--- config.mk ---
export PLATFORM = sky130hd
export DESIGN_NAME = mem_port_arbiter
export DESIGN_NICKNAME = d
export VERILOG_FILES = /design/src/rtl/mem_port_arbiter_pkg.sv /design/src/rtl/mem_port_arbiter_starve_ctr.sv /design/src/rtl/mem_port_arbiter.sv
export SDC_FILE = /design/constraint.sdc
export NUM_CORES = 1
export LEC_CHECK = 0
export CAP_MARGIN = 20
export CORE_MARGIN = 5
export CORE_UTILIZATION = 35
export CTS_BUF_LIST = sky130_fd_sc_hd__clkbuf_2
export DETAILED_ROUTE_END_ITERATION = 16
export PLACE_DENSITY_LB_ADDON = 0.1
export SKIP_CTS_REPAIR_TIMING = 1
export SYNTH_ARGS = -nofsm -noshare
export SYNTH_HDL_FRONTEND = slang
export SYNTH_SLANG_ARGS = --single-unit
--- constraint.sdc ---
create_clock -name clk -period 3.1 [get_ports clk]
set_clock_uncertainty 0.1 [all_clocks]
set_input_delay 0.465 -clock clk [delete_from_list [all_inputs] [get_ports clk]]
set_output_delay 0.465 -clock clk [all_outputs]
set_load 0.005 [all_outputs]
--- src/rtl/mem_port_arbiter_pkg.sv ---
// Shared types and constants for the unified memory-port arbiter.
package mem_port_arbiter_pkg;

    typedef enum logic [2:0] {
        IDLE,
        BUSY_IF,
        BUSY_D,
        RESP_IF,
        RESP_D
    } arb_state_t;

    localparam int ARB_AW = 32;
    localparam int ARB_DW = 32;

    localparam logic REQ_IF = 1'b0;
    localparam logic REQ_D  = 1'b1;

endpackage

--- src/rtl/mem_port_arbiter_starve_ctr.sv ---
// Fetch-starvation counter: counts data grants made while fetch waits.
// Only instantiated when ARB_STARVE_GUARD_EN is defined.
module arb_starve_ctr #(
    parameter int STARVE_MAX = 4
) (
    input  logic clk,
    input  logic rst,
    input  logic grant_d_i,
    input  logic grant_if_i,
    input  logic if_req_i,
    output logic fetch_prio_o
);

    localparam int CW = (STARVE_MAX < 1) ? 1 : $clog2(STARVE_MAX + 1);

    logic [CW-1:0] cnt_q;
    logic [CW-1:0] cnt_d;

    always_comb begin
        cnt_d = cnt_q;
        if (grant_if_i) begin
            cnt_d = '0;
        end else if (grant_d_i && if_req_i && (cnt_q != CW'(STARVE_MAX))) begin
            cnt_d = cnt_q + 1'b1;
        end
    end

    always_ff @(posedge clk) begin
        if (rst) begin
            cnt_q <= '0;
        end else begin
            cnt_q <= cnt_d;
        end
    end

    assign fetch_prio_o = (cnt_q == CW'(STARVE_MAX));

endmodule

--- src/rtl/mem_port_arbiter.sv ---
// Shares one single-port memory between instruction fetch and data access.
// Data has priority; define ARB_STARVE_GUARD_EN to bound fetch starvation.
module mem_port_arbiter
    import mem_port_arbiter_pkg::*;
#(
    parameter int AW         = ARB_AW,
    parameter int DW         = ARB_DW,
    parameter int STARVE_MAX = 4
) (
    input  logic          clk,
    input  logic          rst,
    input  logic          if_req,
    input  logic [AW-1:0] if_addr,
    output logic [DW-1:0] if_rdata,
    output logic          if_done,
    input  logic          d_req,
    input  logic          d_we,
    input  logic [AW-1:0] d_addr,
    input  logic [DW-1:0] d_wdata,
    output logic [DW-1:0] d_rdata,
    output logic          d_done,
    output logic          mem_valid,
    output logic          mem_we,
    output logic [AW-1:0] mem_addr,
    output logic [DW-1:0] mem_wdata,
    input  logic [DW-1:0] mem_rdata,
    input  logic          mem_ack,
    output logic          stall_fetch,
    output logic          stall_all
);

    arb_state_t    state_q, state_d;
    logic          memValid_q, memValid_d;
    logic          memWe_q, memWe_d;
    logic [AW-1:0] memAddr_q, memAddr_d;
    logic [DW-1:0] memWdata_q, memWdata_d;
    logic [DW-1:0] ifRdata_q, ifRdata_d;
    logic [DW-1:0] dRdata_q, dRdata_d;
    logic          grantSel;
    logic          fetchPrio;

    always_comb begin
        state_d    = state_q;
        memValid_d = memValid_q;
        memWe_d    = memWe_q;
        memAddr_d  = memAddr_q;
        memWdata_d = memWdata_q;
        ifRdata_d  = ifRdata_q;
        dRdata_d   = dRdata_q;
        grantSel   = (d_req && !(if_req && fetchPrio)) ? REQ_D : REQ_IF;

        case (state_q)
            IDLE: begin
                if (d_req || if_req) begin
                    memValid_d = 1'b1;
                    if (grantSel == REQ_D) begin
                        state_d    = BUSY_D;
                        memWe_d    = d_we;
                        memAddr_d  = d_addr;
                        memWdata_d = d_wdata;
                    end else begin
                        state_d    = BUSY_IF;
                        memWe_d    = 1'b0;
                        memAddr_d  = if_addr;
                        memWdata_d = '0;
                    end
                end
            end
            BUSY_IF: begin
                if (mem_ack) begin
                    ifRdata_d  = mem_rdata;
                    memValid_d = 1'b0;
                    state_d    = RESP_IF;
                end
            end
            BUSY_D: begin
                // A store completes without disturbing the last load result.
                if (mem_ack) begin
                    if (!memWe_q) begin
                        dRdata_d = mem_rdata;
                    end
                    memValid_d = 1'b0;
                    state_d    = RESP_D;
                end
            end
            RESP_IF, RESP_D: begin
                state_d = IDLE;
            end
            default: begin
                state_d    = IDLE;
                memValid_d = 1'b0;
            end
        endcase
    end

    always_ff @(posedge clk) begin
        if (rst) begin
            state_q    <= IDLE;
            memValid_q <= 1'b0;
            memWe_q    <= 1'b0;
            memAddr_q  <= '0;
            memWdata_q <= '0;
            ifRdata_q  <= '0;
            dRdata_q   <= '0;
        end else begin
            state_q    <= state_d;
            memValid_q <= memValid_d;
            memWe_q    <= memWe_d;
            memAddr_q  <= memAddr_d;
            memWdata_q <= memWdata_d;
            ifRdata_q  <= ifRdata_d;
            dRdata_q   <= dRdata_d;
        end
    end

`ifdef ARB_STARVE_GUARD_EN
    logic grantD;
    logic grantIf;

    assign grantD  = (state_q == IDLE) && (state_d == BUSY_D);
    assign grantIf = (state_q == IDLE) && (state_d == BUSY_IF);

    arb_starve_ctr #(
        .STARVE_MAX(STARVE_MAX)
    ) u_starve_ctr (
        .clk         (clk),
        .rst         (rst),
        .grant_d_i   (grantD),
        .grant_if_i  (grantIf),
        .if_req_i    (if_req),
        .fetch_prio_o(fetchPrio)
    );
`else
    assign fetchPrio = 1'b0;
`endif

    assign mem_valid   = memValid_q;
    assign mem_we      = memWe_q;
    assign mem_addr    = memAddr_q;
    assign mem_wdata   = memWdata_q;
    assign if_rdata    = ifRdata_q;
    assign d_rdata     = dRdata_q;
    assign if_done     = (state_q == RESP_IF);
    assign d_done      = (state_q == RESP_D);
    assign stall_fetch = if_req & (state_q != RESP_IF);
    assign stall_all   = d_req & (state_q != RESP_D);

endmodule

==> flow_metrics.env, run 1 <==
export IMPL_synth_area_top_cells="dfxtp_1 (54%), nand2_1 (9.7%), a21oi_1 (6.7%)"
export IMPL_netSwitchingFraction_pct=27.9
export IMPL_reg2reg_slack_ps=1380
export IMPL_core_mm2=0.0139
export IMPL_cts_tree="yes"
export IMPL_globalRouteOverflowTotal=0
export IMPL_critPathKind="reg2out"
export IMPL_internal_power_uw=2670
export IMPL_seq_area_frac_synth_pct=54.0
export IMPL_grt_max_degree=68
export IMPL_end_kind="output pin"
export IMPL_rows=43
export IMPL_post_drt_wl_per_cell_um=15.5
export IMPL_slowest_delay_ps=590
export IMPL_syn_area_per_cell_um2=8.73
export IMPL_rr_endpoint="d_rdata[27]"
export IMPL_crit_path_max_fanout=10
export IMPL_first_pass_iters=6
export IMPL_clock_latency_ps=680
export IMPL_chipHeight_um=129
export IMPL_hpwl_um=11700
export IMPL_synth_top_area_share_pct=54.0
export IMPL_power_density_mw_per_mm2=467
export IMPL_p_comb_share_pct=21.5
export IMPL_crit_required_ps=2530
export IMPL_outcome="finished, final reports clean"
export IMPL_synth_cell_types=29
export IMPL_hold_viol_final=0
export IMPL_clock_root_buffer="clkbuf_2"
export IMPL_tightest_slew_ps=690
export IMPL_final_antenna_net_count=0
export IMPL_critPathTopFamily="buffers and inverters"
export IMPL_track_usage_pct=18.2
export IMPL_die_area_mm2=0.0166
export IMPL_drive_gt1_share_pct=6.16
export IMPL_period_minus_slack_ps=2780
export IMPL_start_util_pct=35.6
export IMPL_max_slew_margin_rel_pct=54.0
export IMPL_cts_buffers=17
export IMPL_power_total_uw=3700
export IMPL_first_global_vias=4737
export IMPL_power_switching_uw=1030
export IMPL_vias_per_cell=4.74
export IMPL_cts_sinks=133
export IMPL_drcViolationCount=0
export IMPL_worst_path_stages=3
export IMPL_flow_area_growth_from_synthesis_pct=60.5
export IMPL_worstSetupStartpointType="flop"
export IMPL_htree_levels=4
export IMPL_r2r_cells=5
export IMPL_maxCapViolCount=0
export IMPL_crit_buf_inv=2
export IMPL_drt_wl_total_um=15600
export IMPL_critPathSlowestCell="clkdlybuf4s50_1"
export IMPL_holdPathEnd="mem_we"
export IMPL_port_buffers=267
export IMPL_finalWeightedCongestion=0.790
export IMPL_ys_warn_count=0
export IMPL_hold_class="in2reg"
export IMPL_die_w_um=129
export IMPL_p_leak_uw=0.00291
export IMPL_syn_cell_area_mm2=0.00493
export IMPL_timing_rr_start="state_q[1]"
export IMPL_antenna_found_initial=0
export IMPL_num_io_pins=268
export IMPL_crit_arrival_ps=2210
export IMPL_ctsLongestPathBuffers=2
export IMPL_drtIter0Drc=283
export IMPL_vdd_drop_max_mv=0.414
export IMPL_n_antenna_cell=0
export IMPL_slew_violations=0
export IMPL_synth_seq_cells=133
export IMPL_whs_path_depth=2
export IMPL_rsz0062_at_grt="no"
export IMPL_fin_tns_setup_ps=0
export IMPL_nets=949
export IMPL_clock_fmax_ghz=0.360
export IMPL_syn_inst=565
export IMPL_p_clk_share_pct=27.2
export IMPL_clk_pin_slew_ps=170
export IMPL_min_period_over_period_pct=89.7
export IMPL_hp_start="rst"
export IMPL_synth_largest_area_cell="dfxtp_1"
export IMPL_setup_viol=0
export IMPL_p_seq_share_pct=51.4
export IMPL_syn_num_nets=699
export IMPL_vias=4773
export IMPL_cp_cell_sequence="inv_1 -> nor3_1 -> clkdlybuf4s50_1"
export IMPL_grt_pass1_wl_um=23800
==> stage by stage <==
stage / instances / hold slack (ps) / util (%) / setup WS (ps) / cell area, um2
2_1_floorplan: 565 / 353 / - / 1500 / 4930
3_3_place_gp: 975 / 343 / 55.3 / 819 / 7680
3_5_place_dp: 975 / 348 / 55.3 / 802 / 7680
4_1_cts: 1007 / -71.9 / 57.0 / 96.5 / 7910
5_1_grt: 1008 / 119 / 57.1 / 73.9 / 7920
6_report: 1008 / 197 / 57.1 / 320 / 7920
==> state kept, by name, summed over array words and instances, names as in the netlist <==
register,count
d_rdata,32
if_rdata,32
mem_addr,32
mem_valid,1
mem_wdata,32
mem_we,1
state_q,3
==> cell type report <==
cell class	count	area (um2)
Sequential cell	133	2660
Inverter	3	11.3
Multi-Input combinational cell	380	2030
Tap cell	180	225
Fill cell	1252	5960
Clock inverter	13	134
Timing Repair Buffer	280	2770
Clock buffer	19	95.1
==> logic make-up after synthesis <==
kind of cell | share of synthesized area (%)
and+or+nand+nor | 16.8
AOI/OAI and AO/OA | 17.6
DFF | 54.0
buffers and inverters | 5.22
muxes | 6.49
==> cell usage after synthesis (all sizes together) <==
library cell / n
a2111oi: 1
nor2: 68
a31oi: 1
inv: 3
clkbuf: 22
nand3b: 1
dfxtp: 133
a211oi: 32
or4: 1
nor3: 2
and2: 2
mux2i: 32
nor2b: 1
nand2: 129
o22ai: 1
nand3: 1
a21oi: 66
nor4: 3
o21a: 1
buf: 27
and3: 1
o21ai: 4
a22oi: 33
==> how the worst max path moves through the flow <==
stage                          start  slack (ps)       endpoint
after floorplan                d_req        1500  mem_wdata[10]
after global placement        if_req         820    stall_fetch
after detailed placement      if_req         800    stall_fetch
after CTS                 state_q[0]         100        if_done
after global routing      state_q[1]          70        if_done
final                     state_q[0]         320        if_done
==> metal layers <==
metal	track usage (%)	vias to the layer above	share of wire (%)
met5	0	-	0
met4	4.94	0	0.63
met3	9.09	6	11
met2	30.0	180	49
met1	21.0	2163	40
li1	-	2424	-
==> cell usage in the layout (no fill, tap or decap), drive strengths merged, types with 8 or more instances in the layout <==
master	synthesis	routed
buf	27	14
nand2	129	129
clkinv	0	8
dfxtp	133	133
clkdlybuf4s50	0	265
mux2i	32	32
nor2	68	68
clkbuf	22	19
a211oi	32	32
a22oi	33	33
a21oi	66	66
==> worst register-to-register path: cells and delay by family, from the launching register on <==
family | cells | cell delay (ps)
AOI/OAI and AO/OA | 1 | 60
buffers and inverters | 1 | 250
DFF | 1 | 500
and+or+nand+nor | 3 | 690
==> power groups by stage <==
stage / logic, uW / registers, uW / clock network [uW]
4_1_cts: 805 / 1900 / 1040
3_5_place_dp: 801 / 1940 / 0
5_1_grt: 871 / 1920 / 1130
3_3_place_gp: 793 / 1930 / 0
2_1_floorplan: 316 / 1940 / 0
6_report: 794 / 1900 / 1000
No activity file was read; power rests on OpenSTA's default activity.
==> run 2: changes to the inputs <==
Settings changed: CORE_UTILIZATION 35 to 43, SLEW_MARGIN from default to 20.
==> flow_metrics.env, run 2 (synthesis gave the netlist of run 1 again) <==
export IMPL_final_common_cell="clkdlybuf4s50_1"
export IMPL_cts_buffers=17
export IMPL_num_io_pins=268
export IMPL_hold_viol_final=0
export IMPL_rr_endpoint="mem_addr[31]"
export IMPL_whs_path_depth=3
export IMPL_slowest_delay_ps=570
export IMPL_vias_per_cell=5.03
export IMPL_rows=39
export IMPL_post_drt_wl_per_cell_um=16.1
export IMPL_hold_class="in2reg"
export IMPL_drcViolationCount=0
export IMPL_critPathSlowestCell="dfxtp_1"
export IMPL_port_buffers=267
export IMPL_pre_cts_slack_ps=821
export IMPL_cts_sinks=133
export IMPL_die_area_mm2=0.0137
export IMPL_hp_start="mem_rdata[26]"
export IMPL_globalRouteOverflowTotal=0
export IMPL_n_antenna_cell=0
export IMPL_maxCapViolCount=0
export IMPL_track_usage_pct=22.0
export IMPL_outcome="finished, final reports clean"
export IMPL_critPathKind="reg2out"
export IMPL_start_util_pct=43.6
export IMPL_crit_path_max_fanout=10
export IMPL_setup_viol=0
export IMPL_r2r_cells=5
export IMPL_first_pass_iters=5
export IMPL_clock_latency_ps=670
export IMPL_core_mm2=0.0113
export IMPL_rsz0062_at_grt="no"
export IMPL_hpwl_um=11300
export IMPL_n_fill_cell=912
export IMPL_period_minus_slack_ps=2790
export IMPL_grt_max_degree=76
export IMPL_power_density_mw_per_mm2=454
export IMPL_p_leak_uw=0.00289
export IMPL_slew_violations=0
export IMPL_grt_pass1_wl_um=23200
export IMPL_crit_arrival_ps=2230
export IMPL_holdPathEnd="if_rdata[26]"
export IMPL_drt_wl_total_um=15500
export IMPL_reg2reg_slack_ps=1110
export IMPL_holdWs_ps=232
export IMPL_ctsLongestPathBuffers=2
export IMPL_final_antenna_net_count=0
export IMPL_crit_required_ps=2530
export IMPL_setup_ws_ps=305
export IMPL_end_kind="output pin"
export IMPL_first_global_vias=4913
export IMPL_htree_levels=4
export IMPL_antenna_found_initial=0
export IMPL_die_w_um=117
export IMPL_drtIter0Drc=362
export IMPL_layout_common_cells="clkdlybuf4s50_1 (265), dfxtp_1 (133), nand2_1 (128), nor2_1 (68), a21oi_1 (66)"
export IMPL_clock_root_buffer="clkbuf_2"
export IMPL_cts_tree="yes"
export IMPL_min_period_over_period_pct=90.2
export IMPL_tightest_slew_ps=780
export IMPL_clock_fmax_ghz=0.358
export IMPL_worstSetupStartpointType="flop"
export IMPL_flow_area_growth_from_synthesis_pct=58.4
export IMPL_cp_cell_sequence="inv_1 -> nor3_2 -> clkdlybuf4s50_1"
export IMPL_drive_gt1_share_pct=5.47
export IMPL_finalWeightedCongestion=0.812
export IMPL_vdd_drop_max_mv=0.323
export IMPL_fin_tns_setup_ps=0
export IMPL_nets=947
export IMPL_vias=4858
export IMPL_timing_rr_start="state_q[2]"
export IMPL_clk_pin_slew_ps=180
export IMPL_max_slew_margin_rel_pct=48.0
export IMPL_chipHeight_um=117
## run 2: changes by cell type in the layout (fill, tap and decap cells not counted), moves of 2 or more
| cell | change |
|---|---|
| clkbuf_2 | +2 |
| clkinvlp_4 | -2 |
| clkinv_4 | -3 |
| buf_4 | -3 |
## run 2: cell type report
| type | instances | area [um2] | area share, % |
|---|---|---|---|
| Timing Repair Buffer | 278 | 2760 | 35.3 |
| Tap cell | 143 | 179 | 2.29 |
| Clock inverter | 8 | 62.6 | 0.800 |
| Inverter | 3 | 11.3 | 0.144 |
| Clock buffer | 21 | 105 | 1.34 |
| Multi-Input combinational cell | 380 | 2030 | 26.0 |
| Sequential cell | 133 | 2660 | 34.1 |
## run 2: routing by layer
layer | vias up | GRT usage [%] | part of all wire, %
met3 | 12 | 8.74 | 9.9
met2 | 199 | 38.6 | 52
li1 | 2419 | - | -
met1 | 2228 | 23.7 | 38
met5 | - | 0 | 0
met4 | 0 | 8.72 | 0.90
## run 2: power breakdown
part / switching, uW / total (uW) / internal, uW
combinational: 337 / 799 / 462
clock: 577 / 854 / 277
sequential: 67.4 / 1900 / 1830
total: 981 / 3550 / 2570
## run 2: worst max-delay path by stage
stage	cells past startpoint	from	endpoint	slack (ps)
2_1_floorplan	5	d_req	mem_wdata[10]	1500
3_5_place_dp	3	if_req	stall_fetch	820
6_report	3	state_q[0]	if_done	310
4_1_cts	3	state_q[0]	if_done	140
3_3_place_gp	3	if_req	stall_fetch	840
5_1_grt	3	state_q[0]	if_done	110
## run 2: worst max-delay path: cells and delay by family, from the launching register on
family	cells	cell delay (ps)
buffers and inverters	2	720
DFF	1	570
and+or+nand+nor	1	280
## run 2: metrics by stage
stage	total power, uW	cells	area [um2]	utilization, %
floorplan	2250	565	4930	-
global placement	2710	936	7630	67.4
detailed placement	2730	936	7630	67.4
CTS	3590	965	7800	68.9
global route	3750	966	7820	69.0
finish	3550	966	7820	69.0
